$ cat config.mk
export PLATFORM = sky130hd
export DESIGN_NAME = pipe_ctrl
export DESIGN_NICKNAME = d
export VERILOG_FILES = /design/src/rtl/pipe_ctrl_pkg.sv /design/src/rtl/md_busy_cnt.sv /design/src/rtl/pipe_ctrl.sv
export SDC_FILE = /design/constraint.sdc
export NUM_CORES = 1
export LEC_CHECK = 0
export CORE_AREA = 2 2 39 41
export DETAILED_ROUTE_END_ITERATION = 6
export DIE_AREA = 0 0 41 43
export SETUP_SLACK_MARGIN = 0.15
export SLEW_MARGIN = 20
export SYNTH_ARGS = -nofsm -noshare
export SYNTH_HDL_FRONTEND = slang
export SYNTH_HIERARCHICAL = 1
export SYNTH_SLANG_ARGS = --single-unit
$ cat constraint.sdc
create_clock -name vclk -period 2
set_input_delay 0.6 -clock vclk [all_inputs]
set_output_delay 0.6 -clock vclk [all_outputs]
set_load 0.05 [all_outputs]
$ cat src/rtl/pipe_ctrl_pkg.sv
// pipe_ctrl_pkg: shared FSM encoding, MDU latency defaults and exception vector for pipe_ctrl.
package pipe_ctrl_pkg;

    typedef enum logic [1:0] {
        RUN       = 2'd0,
        MD_BUSY   = 2'd1,
        EXC_FLUSH = 2'd2
    } state_t;

    localparam int MULT_CYC_DEF = 5;
    localparam int DIV_CYC_DEF  = 10;
    localparam logic [31:0] EXC_VEC = 32'h0000_4180;

    function automatic int cnt_w(input int a, input int b);
        return $clog2((a > b ? a : b) + 1);
    endfunction

endpackage

$ cat src/rtl/md_busy_cnt.sv
// md_busy_cnt: multiply/divide busy counter; loads the op latency, counts down to zero and holds there.
module md_busy_cnt
    import pipe_ctrl_pkg::*;
#(
    parameter int MULT_CYC = MULT_CYC_DEF,
    parameter int DIV_CYC  = DIV_CYC_DEF,
    parameter int W        = cnt_w(MULT_CYC, DIV_CYC)
) (
    input  logic         clk,
    input  logic         rst,
    input  logic         load,
    input  logic         isdiv,
    output logic [W-1:0] cnt,
    output logic         busy
);

    assign busy = |cnt;

    always_ff @(posedge clk or posedge rst) begin
        if (rst)
            cnt <= '0;
        else if (load)
            cnt <= isdiv ? W'(DIV_CYC) : W'(MULT_CYC);
        else if (busy)
            cnt <= cnt - 1'b1;
    end

endmodule

$ cat src/rtl/pipe_ctrl.sv
// pipe_ctrl: pipeline hazard/flush controller (load-use stall, exception/eret flush to EXC_VEC/EPC).
// Define PIPE_CTRL_MDU_STALL_EN to add the MD_BUSY state and multiply/divide busy stalls.
module pipe_ctrl
    import pipe_ctrl_pkg::*;
#(
    parameter int MULT_CYC = MULT_CYC_DEF,
    parameter int DIV_CYC  = DIV_CYC_DEF
) (
    input  logic       clk,
    input  logic       rst,
    input  logic [4:0] rsD,
    input  logic [4:0] rtD,
    input  logic       useRsD,
    input  logic       useRtD,
    input  logic [4:0] waE,
    input  logic       memReadE,
    input  logic       md_startE,
    input  logic       md_isdivE,
    input  logic       md_useD,
    input  logic       excReqM,
    input  logic       eretM,
    output logic       stallF,
    output logic       stallD,
    output logic       clrE,
    output logic       DEMWclr,
    output logic       pcSelExc,
    output logic       pcSelEpc
);

    localparam int CW = cnt_w(MULT_CYC, DIV_CYC);

    state_t state, state_nxt;
    logic   exc, eret, flush, lu, md_stall, stall;

    assign exc   = excReqM;
    assign eret  = eretM && !excReqM;
    assign flush = exc || eret;
    assign lu    = memReadE && waE != 5'd0 && ((useRsD && rsD == waE) || (useRtD && rtD == waE));

`ifdef PIPE_CTRL_MDU_STALL_EN
    logic          accept, busy;
    logic [CW-1:0] cnt;
    logic          unused_ok;

    // A start alongside a flush belongs to an instruction being squashed.
    assign accept    = md_startE && state != MD_BUSY && !flush;
    assign md_stall  = md_useD && (state == MD_BUSY || md_startE);
    assign unused_ok = ^{EXC_VEC};

    md_busy_cnt #(
        .MULT_CYC (MULT_CYC),
        .DIV_CYC  (DIV_CYC),
        .W        (CW)
    ) u_cnt (
        .clk   (clk),
        .rst   (rst),
        .load  (accept),
        .isdiv (md_isdivE),
        .cnt   (cnt),
        .busy  (busy)
    );

    always_comb begin
        state_nxt = flush ? EXC_FLUSH : (accept || (busy && cnt != CW'(1))) ? MD_BUSY : RUN;
    end
`else
    logic unused_ok;

    assign md_stall  = 1'b0;
    assign unused_ok = ^{md_startE, md_isdivE, md_useD, EXC_VEC, state, CW > 0};

    always_comb begin
        state_nxt = flush ? EXC_FLUSH : RUN;
    end
`endif

    always_ff @(posedge clk or posedge rst) begin
        if (rst)
            state <= RUN;
        else
            state <= state_nxt;
    end

    always_comb begin
        stall    = !rst && !flush && (md_stall || lu);
        stallF   = stall;
        stallD   = stall;
        clrE     = stall;
        DEMWclr  = !rst && flush;
        pcSelExc = !rst && exc;
        pcSelEpc = !rst && eret;
    end

endmodule

==> flow_summary.yaml <==
outcome:
  outcome: "finished with violations"
  violated_checks: "setup timing"
layout:
  antennaDiodeCount: 0
  register_area_sq_um: 0
  final_layout_size_suffix_gt1_share_pct: 59.3
  postLayoutCoreUtil_pct: 41.0
  finalNonFillerCells: 70
  num-clock-buffers: 0
  areaGrowthSynthToFinish_pct: 217
  layout.cells.most_common_list: "9 x sky130_fd_sc_hd__buf_2, 8 x sky130_fd_sc_hd__xor2_1, 6 x sky130_fd_sc_hd__buf_6, 6 x sky130_fd_sc_hd__buf_12"
  multi_input_area_sq_um: 216
  layout.nets: 81
  final_common_cell: "sky130_fd_sc_hd__buf_2"
  fill_cells: 147
  design.seq.count: 0
synth:
  synth_seq_area_share_pct: 0
  post-synth-top-area-cell: "sky130_fd_sc_hd__xor2_1"
  synth_top_area_share_pct: 39.2
  synth_fp_nets: 49
  syn_inst: 24
  yosys_warning_count: 6
  syn_area_sq_um: 179
  synth.distinct_cells: 13
  synth.top_cells.by_area: "sky130_fd_sc_hd__xor2_1 39%, sky130_fd_sc_hd__xnor2_1 9.8%, sky130_fd_sc_hd__buf_4 8.4%"
  synth_area_per_cell_sq_um: 7.46
setup_path:
  worstSetupPathType: "input port to primary output"
  timing.critical_path.to_type: "primary output"
  critical_path_arrival_ns: 1.73
  worstPathRequired_ns: 1.40
  start_kind: "input port"
  cp_max_fo: 3
sta:
  unrepaired_setup_endpoints_after_global_routing: "true"
  final_number_of_max_transition_violations: 0
  final.period_utilization_pct: 116
  worst_slew_pin_slew_ns: 0.249
  postLayoutSetupSlackWorst_ns: -0.327
  setup_viol_count_final: 3
  finalCriticalPeriod_ns: 2.33
  timing.max_slew.rel_slack_pct: 83.4
  report.final.hold_viol_count: 0
  fmax_ghz: 0.430
drt:
  finalWirelength_microns: 590
  drtIter0Drc: 0
  dr_total_vias: 278
  antenna_left: 0
  routed_length_per_instance_microns: 8.43
  drcViolationCount: 0
  via_per_inst: 3.97
  drt_first_pass_iters: 1
floorplanning:
  initial_core_util_pct: 12.9
  design.core.area_sq_um: 1380
  chipWidth_microns: 41
  chipHeight_microns: 43
  die_area_sq_um: 1760
  ioPinCount: 31
  placementRows: 14
grt:
  first_global_vias: 250
  antenna_violations_before_repair: 0
  grt-ovfl-total: 0
  grt_start_max_net_pins: 4
  grt_pass1_wl_microns: 910
  grt_usage_pct: 6.79
power:
  power.leakage_nw: 0.238
  cellPowerDensity_nw_per_um2: 184
  totalPowerFinal_mw: 0.105
  power.ir.vdd_worst_v: 0.0000692
clock_tree:
  post_cts_hold_buffers: 0
placed_design:
  buffer_ports.inserted: 27
  dp.cells: 70
  place_hpwl_microns: 559
  dpl_worst_slack_ns: -0.795
  place.gp.congestion: 0.596
flow_run:
  max_cap_violations: 0
worst_hold_path:
  hp-class: "input port to primary output"
## critical path, stage by stage
cell and delay [ns]:
sky130_fd_sc_hd__buf_2 0.10, sky130_fd_sc_hd__xor2_1 0.15, sky130_fd_sc_hd__nor4_2 0.27, sky130_fd_sc_hd__nand3_1 0.15, sky130_fd_sc_hd__a21oi_4 0.27, sky130_fd_sc_hd__buf_12 0.17
## metal layers
metal	routed length, microns	vias up	GRT usage [%]
li1	-	146	-
met1	223	114	8.54
met2	300	18	12.8
met3	66	0	0
met4	0	0	0
met5	0	-	0
## worst paths after layout
kind	startpoint	end	slack [ns]	depth (start not counted)
setup / recovery	rtD[1]	stallD	-0.33	6
hold / removal	excReqM	pcSelEpc	1.61	4
## cells in the mapped netlist
cell / number
sky130_fd_sc_hd__xor2_1: 8
sky130_fd_sc_hd__buf_4: 2
sky130_fd_sc_hd__nand3_1: 2
sky130_fd_sc_hd__nor2_1: 2
sky130_fd_sc_hd__xnor2_1: 2
sky130_fd_sc_hd__a21oi_1: 1
sky130_fd_sc_hd__nor2b_1: 1
sky130_fd_sc_hd__nor3b_1: 1
sky130_fd_sc_hd__nor4_1: 1
sky130_fd_sc_hd__nor4_2: 1
sky130_fd_sc_hd__nor4b_1: 1
sky130_fd_sc_hd__o21ai_1: 1
sky130_fd_sc_hd__or4_1: 1
## cells by family after synthesis
kind of cell | after synthesis | synth area share, %
AO/OA/AOI/OAI | 2 | 5.59
AND/OR/NAND/NOR | 10 | 37.1
buffers and inverters | 2 | 8.39
XOR/XNOR | 10 | 49.0
## cell type report
type	instances	share of cell area [%]
multi-input cells	22	38.1
repair buffers	32	58.4
well taps	16	3.52
## power by group
| group | leakage [nW] | switching [mW] | total [mW] | internal, mW |
|---|---|---|---|---|
| combinational | 0.238 | 0.0443 | 0.105 | 0.0603 |
| sequential | 0 | 0 | 0 | 0 |
| clock | 0 | 0 | 0 | 0 |
| total | 0.238 | 0.0443 | 0.105 | 0.0603 |
## timing repair
item                       4_1_cts  5_1_grt
pin swaps                       14        3
setup endpoints to repair        6        4
setup buffers                    0        0
gates resized for setup         68        1
## through the flow
stage	hold WS, ns	instance area (sq um)	TNS, ns
floorplan	1.26	214	-0.900
global placement	1.97	579	-2.80
detailed placement	1.96	579	-2.81
CTS	1.61	562	-1.14
global route	1.62	568	-1.22
finish	1.61	568	-0.980
No activity file was read; power rests on OpenSTA's default activity.
